$ cat src/rtl/alu_internal_seq_if.sv
// ============================================================================
// Module   : alu_internal_seq_if
// Brief    : Request/control bundle between instruction decoder and sequencer
// Revision : 1.0
// ============================================================================
`default_nettype none

interface alu_internal_seq_if #(
    parameter int CNT_W = 4
);
    logic             start;
    logic [1:0]       op;
    logic             addr_calc;
    logic [CNT_W-1:0] count;
    logic             stall;
    logic             internal_mov;
    logic             address_mode;
    logic             internal_inc_dec;
    logic             internal_dec;
    logic             busy;
    logic             done;
    logic [CNT_W-1:0] remain;

    modport master (
        output start, op, addr_calc, count, stall,
        input  internal_mov, address_mode, internal_inc_dec, internal_dec,
               busy, done, remain
    );

    modport slave (
        input  start, op, addr_calc, count, stall,
        output internal_mov, address_mode, internal_inc_dec, internal_dec,
               busy, done, remain
    );
endinterface

`default_nettype wire

$ cat src/rtl/alu_internal_seq.sv
// ============================================================================
// Module   : alu_internal_seq
// Brief    : Sequencer producing registered active-low ALU internal-op controls
// Revision : 1.0
// ============================================================================
`default_nettype none

module alu_internal_seq #(
    parameter int CNT_W = 4
) (
    input  wire logic          clk,
    input  wire logic          rst_n,
    alu_internal_seq_if.slave  bus
);

    typedef enum logic [1:0] {
        ST_IDLE = 2'd0,
        ST_ADDR = 2'd1,
        ST_EXEC = 2'd2,
        ST_FIN  = 2'd3
    } state_t;

    localparam logic [1:0]       c_OP_MOV  = 2'b00;
    localparam logic [1:0]       c_OP_INC  = 2'b01;
    localparam logic [1:0]       c_OP_DEC  = 2'b10;
    localparam logic [1:0]       c_OP_NONE = 2'b11;
    localparam logic [CNT_W-1:0] c_ONE     = {{(CNT_W-1){1'b0}}, 1'b1};
    localparam logic [CNT_W-1:0] c_ZERO    = '0;

    state_t           r_state;
    state_t           w_state_next;
    logic [1:0]       r_op;
    logic [1:0]       w_op_next;
    logic [CNT_W-1:0] r_count;
    logic [CNT_W-1:0] w_count_next;
    logic [CNT_W-1:0] r_remain;
    logic [CNT_W-1:0] w_remain_next;

    logic r_mov, r_addr_mode, r_inc_dec, r_dec, r_busy, r_done;
    logic w_mov, w_addr_mode, w_inc_dec, w_dec, w_busy, w_done;

    always_ff @(posedge clk or negedge rst_n) begin
        if (!rst_n) begin
            r_state     <= ST_IDLE;
            r_op        <= c_OP_MOV;
            r_count     <= c_ZERO;
            r_remain    <= c_ZERO;
            r_mov       <= 1'b1;
            r_addr_mode <= 1'b1;
            r_inc_dec   <= 1'b1;
            r_dec       <= 1'b1;
            r_busy      <= 1'b0;
            r_done      <= 1'b0;
        end else begin
            r_state     <= w_state_next;
            r_op        <= w_op_next;
            r_count     <= w_count_next;
            r_remain    <= w_remain_next;
            r_mov       <= w_mov;
            r_addr_mode <= w_addr_mode;
            r_inc_dec   <= w_inc_dec;
            r_dec       <= w_dec;
            r_busy      <= w_busy;
            r_done      <= w_done;
        end
    end

    // A stall leaves next == current, so the decoded outputs below also hold.
    always_comb begin
        w_state_next  = r_state;
        w_op_next     = r_op;
        w_count_next  = r_count;
        w_remain_next = r_remain;
        case (r_state)
            ST_IDLE: begin
                if (bus.start) begin
                    w_op_next    = bus.op;
                    w_count_next = ((bus.op == c_OP_MOV) || (bus.count == c_ZERO))
                                   ? c_ONE : bus.count;
                    if (bus.addr_calc) begin
                        w_state_next = ST_ADDR;
                    end else if (bus.op == c_OP_NONE) begin
                        w_state_next = ST_FIN;
                    end else begin
                        w_state_next  = ST_EXEC;
                        w_remain_next = w_count_next;
                    end
                end
            end
            ST_ADDR: begin
                if (!bus.stall) begin
                    if (r_op == c_OP_NONE) begin
                        w_state_next = ST_FIN;
                    end else begin
                        w_state_next  = ST_EXEC;
                        w_remain_next = r_count;
                    end
                end
            end
            ST_EXEC: begin
                if (!bus.stall) begin
                    if (r_remain <= c_ONE) begin
                        w_state_next  = ST_FIN;
                        w_remain_next = c_ZERO;
                    end else begin
                        w_remain_next = r_remain - c_ONE;
                    end
                end
            end
            ST_FIN: begin
                if (!bus.stall) begin
                    w_state_next = ST_IDLE;
                end
            end
            default: begin
                w_state_next  = ST_IDLE;
                w_remain_next = c_ZERO;
            end
        endcase
    end

    always_comb begin
        w_mov       = 1'b1;
        w_addr_mode = 1'b1;
        w_inc_dec   = 1'b1;
        w_dec       = 1'b1;
        w_busy      = (w_state_next != ST_IDLE);
        w_done      = (w_state_next == ST_FIN);
        if (w_state_next == ST_ADDR) begin
            w_addr_mode = 1'b0;
        end
        if (w_state_next == ST_EXEC) begin
            w_mov     = 1'b0;
            w_inc_dec = !((w_op_next == c_OP_INC) || (w_op_next == c_OP_DEC));
            w_dec     = !(w_op_next == c_OP_DEC);
        end
    end

    assign bus.internal_mov     = r_mov;
    assign bus.address_mode     = r_addr_mode;
    assign bus.internal_inc_dec = r_inc_dec;
    assign bus.internal_dec     = r_dec;
    assign bus.busy             = r_busy;
    assign bus.done             = r_done;
    assign bus.remain           = r_remain;

endmodule

`default_nettype wire

$ cat src/flat_wrapper.sv
// flat-port wrapper written by rule: the top's interface ports become plain ports
module alu_internal_seq_flat 
#(
    parameter int CNT_W = 4
)
  (clk, rst_n, bus_start, bus_op, bus_addr_calc, bus_count, bus_stall, bus_internal_mov, bus_address_mode, bus_internal_inc_dec, bus_internal_dec, bus_busy, bus_done, bus_remain);
  alu_internal_seq_if #(.CNT_W(CNT_W)) bus_i ();
  input  wire logic clk;
  input  wire logic rst_n;
  input wire logic [$bits(bus_i.start)-1:0] bus_start;
  input wire logic [$bits(bus_i.op)-1:0] bus_op;
  input wire logic [$bits(bus_i.addr_calc)-1:0] bus_addr_calc;
  input wire logic [$bits(bus_i.count)-1:0] bus_count;
  input wire logic [$bits(bus_i.stall)-1:0] bus_stall;
  output wire logic [$bits(bus_i.internal_mov)-1:0] bus_internal_mov;
  output wire logic [$bits(bus_i.address_mode)-1:0] bus_address_mode;
  output wire logic [$bits(bus_i.internal_inc_dec)-1:0] bus_internal_inc_dec;
  output wire logic [$bits(bus_i.internal_dec)-1:0] bus_internal_dec;
  output wire logic [$bits(bus_i.busy)-1:0] bus_busy;
  output wire logic [$bits(bus_i.done)-1:0] bus_done;
  output wire logic [$bits(bus_i.remain)-1:0] bus_remain;
  assign bus_i.start = bus_start;
  assign bus_i.op = bus_op;
  assign bus_i.addr_calc = bus_addr_calc;
  assign bus_i.count = bus_count;
  assign bus_i.stall = bus_stall;
  assign bus_internal_mov = bus_i.internal_mov;
  assign bus_address_mode = bus_i.address_mode;
  assign bus_internal_inc_dec = bus_i.internal_inc_dec;
  assign bus_internal_dec = bus_i.internal_dec;
  assign bus_busy = bus_i.busy;
  assign bus_done = bus_i.done;
  assign bus_remain = bus_i.remain;
  alu_internal_seq #(.CNT_W(CNT_W)) u_core (.clk(clk), .rst_n(rst_n), .bus(bus_i));
endmodule
$ cat config.mk
export PLATFORM = sky130hd
export DESIGN_NAME = alu_internal_seq_flat
export DESIGN_NICKNAME = d
export VERILOG_FILES = /design/src/rtl/alu_internal_seq_if.sv /design/src/rtl/alu_internal_seq.sv /design/src/flat_wrapper.sv
export SDC_FILE = /design/constraint.sdc
export NUM_CORES = 1
export LEC_CHECK = 0
export BUFFER_PORTS_ARGS = -buffer_cell sky130_fd_sc_hd__buf_4
export CELL_PAD_IN_SITES_DETAIL_PLACEMENT = 1
export CELL_PAD_IN_SITES_GLOBAL_PLACEMENT = 1
export CORE_MARGIN = 2
export CORE_UTILIZATION = 44
export DETAILED_ROUTE_END_ITERATION = 12
export GPL_ROUTABILITY_DRIVEN = 0
export PLACE_DENSITY_LB_ADDON = 0.1
export SLEW_MARGIN = 20
export SYNTH_ARGS = -nofsm -noshare
export SYNTH_HDL_FRONTEND = slang
export SYNTH_SLANG_ARGS = --single-unit
export TNS_END_PERCENT = 1
$ cat constraint.sdc
create_clock -name clk -period 4.9 [get_ports clk]
set_clock_uncertainty 0.2 [all_clocks]
set_input_delay 0.98 -clock clk [delete_from_list [all_inputs] [get_ports clk]]
set_output_delay 0.98 -clock clk [all_outputs]
set_load 0.01 [all_outputs]
==> results.md <==
- Synth top area cells: dfrtp_1, dfstp_2, ha_1, o21ai_0, mux2_2
- Mean number of vias per cell: 5.684
- Leak pwr: 0.5592 nW
- Vias in the first global route: 867
- Prevailing post-synth register cell: dfrtp_1
- Setup TNS: 0 ps
- GRT overflow: 0
- Most frequent cell after synthesis: dfrtp_1
- Fmax: 443.7 MHz
- Slew HR: 66.74%
- Post-CTS Setup Bufs: 0
- Clock Tree Root: clkbuf_4
- RSZ-0062 raised after global routing: false
- Fillers: 262
- Post-synthesis async set-or-reset flop share: 100.0%
- Sw frac: 42.22%
- Starting Density: 46.66%
- Wire per inst: 16.34 microns
- Initial antenna violation count: 0
- H-tree level count: 1
- Final core utilization: 56.33%
- Setup CP Type: register to register
- EDFF count, synth: 0
- DRC: 0
- Die area: 2749 sq um
- Antenna diodes: 0
- TritonCTS clock tree: built
- Bufs on Longest Clock Path: 2
- Hold Worst Slack: 294.0 ps
- Gate power share: 58.0%
- CTS Buf Count: 3
- CORE AREA: 2212 sq um
- Worst Min Path Start: u_core.r_count[1]$_DFFE_PN0P_
- Synth area leader: dfrtp_1
- Antenna-violating nets left: 0
- Nets: 143
- Cell count after synthesis: 102
- Final hold vios: 0
- Worst vdd ir: 322.8 uV
- Count of final setup violators: 0
- Ys Warns: 0
- First-pass GRT wire length: 4264 microns
- CP endpoint kind: register
- Worst skew pair latency: 300 ps
- Worst hold path type: register to register
- Number of DRC markers in iteration 0: 15
- Drt first pass iters: 4
- Fraction of layout cells with a size suffix above 1: 29.84%
- Syn_area_per_cell: 10.12 sq um
- Post-Synthesis Cell Area: 1032 sq um
- Dpl hpwl: 1861 microns
- Status: complete, no violations
- Tmin final: 2254 ps
- Clock slew at reported path FFs: 110 ps
- Port Buffers: 20
- RR Startpoint: u_core.r_state[0]$_DFF_PN0_
- Net Sw Power: 0.0003718 W
- Clock Sinks: 18
- Part of the cycle the worst path needs: 45.99%
- Register bit total from synthesis: 18
- Cell Rows: 17
- Sequential area share after synthesis: 44.12%
- PwrDens: 706.6 nW/um^2
- Die Wd: 52.44 microns
- Post-synth top area share: 33.94%
- Syn_nets: 120
- Area growth, synth to finish: 20.73%
- GRT Total Usage: 21.38%
- Final Max Tran Viols: 0
- Startpoint types: register
- Least-Margin Pin Slew: 497.1 ps
- Max-cap violations: 0
- Via count: 864
- Clock power frac: 10.6%
- Worst Path Max Fanout: 7
- WL final: 2483 microns
- Synth cell types: 35
- Worst setup startpoint: u_core.r_state[0]$_DFF_PN0_
- Post-synth top cells: dfrtp_1, o21ai_0, ha_1, inv_1, nand2_1
- Reg power frac: 31.4%
- Power Internal: 0.0005088 W
- Largest net degree at the start of global routing: 19
- CTS Hold Bufs: 0
- CP Data Required Time: 4920 ps
- Power, Total: 0.0008806 W
- Crit path DAT: 2270 ps
- Top Ports: 21
- CTS resizes: 0
- Die Y: 52.44 microns
-- power by group through the flow --
stage | clock network (W) | logic [W] | registers, W
after global routing | 0.000101 | 0.000574 | 0.000286
after detailed placement | 0 | 0.000507 | 0.000279
after floorplan | 0 | 0.000342 | 0.000283
after global placement | 0 | 0.000490 | 0.000274
after CTS | 0.0000961 | 0.000514 | 0.000276
final | 0.0000931 | 0.000511 | 0.000277
-- through the flow --
step                instance area, sq um  setup WS, ps  std cells
CTS                                 1246          2640        152
floorplan                           1032          2577        102
global route                        1246          2517        152
detailed placement                  1210          2382        148
finish                              1246          2646        152
global placement                    1210          2412        148
-- layout by cell type, fill, tap and decap left out, types with 2 or more instances in the layout --
cell type,netlist,final
nor2_1,5,5
o211ai_1,4,4
dfrtp_1,14,14
ha_1,7,7
nand2_1,7,7
o21bai_1,2,2
inv_1,7,7
nand3_1,2,2
o21ai_0,10,10
a21oi_1,2,2
and2_1,2,2
nor3_1,2,2
nand2b_1,3,3
buf_4,0,20
o311ai_0,2,2
clkbuf_4,0,3
dfstp_2,4,4
or3_1,2,2
mux2_2,4,4
mux2i_1,2,2
a31oi_1,2,2
o21a_1,3,3
-- metal layers --
layer  GRT usage [%]  wire length [microns]  vias to the layer above
li1                -                      -                      420
met1           31.74                   1247                      428
met2           31.87                   1155                       14
met3           2.571                     62                        2
met4           7.692                     17                        0
met5               0                      0                        -
-- state kept, by name, summed over array words and instances, names as in the netlist --
| signal | count |
|---|---|
| u_core.bus.internal_dec | 1 |
| u_core.bus.remain | 4 |
| u_core.bus.internal_mov | 1 |
| u_core.bus.done | 1 |
| u_core.bus.busy | 1 |
| u_core.bus.internal_inc_dec | 1 |
| u_core.r_count | 4 |
| u_core.r_state | 2 |
| u_core.r_op | 2 |
| u_core.bus.address_mode | 1 |
-- cell families (layout without fill, tap and decap cells) --
group / count (synthesis) / count (layout) / synth area share, %
AOI/OAI and AO/OA: 33 / 33 / 23.03
DFF: 18 / 18 / 44.12
buffers and inverters: 10 / 32 / 3.637
and+or+nand+nor: 28 / 28 / 14.43
adders and majority gates: 7 / 7 / 8.484
muxes: 6 / 6 / 6.303
-- path summary, 6_finish.rpt --
check | end | slack [ps] | depth (start not counted)
max | u_core.bus.address_mode$_DFF_PN1_ | 2650 | 6
min | u_core.r_count[1]$_DFFE_PN0P_ | 290 | 2
max reg2reg | u_core.bus.address_mode$_DFF_PN1_ | 2650 | 6
min reg2reg | u_core.r_count[1]$_DFFE_PN0P_ | 290 | 2
max in group asynchronous | u_core.bus.internal_dec$_DFF_PN1_ | 3900 | 1
min in group asynchronous | u_core.bus.remain[3]$_DFFE_PN0P_ | 330 | 1
-- layout make-up --
type,count,area (sq um),share of cell area [%]
inverter,8,30.03,2.410
sequential,18,455.4,36.55
timing repair buffer,20,150.1,12.05
multi-input combinational,74,539.3,43.27
clock buffer,4,36.28,2.912
tap,28,35.03,2.811
-- critical path, stage by stage, from the launching register on --
cell	delay (ps)
dfrtp_1	450
inv_1	110
ha_1	290
inv_2	60
or4_4	490
o2111a_2	200
or3_1	380
Power figures use the tool's default switching activity.
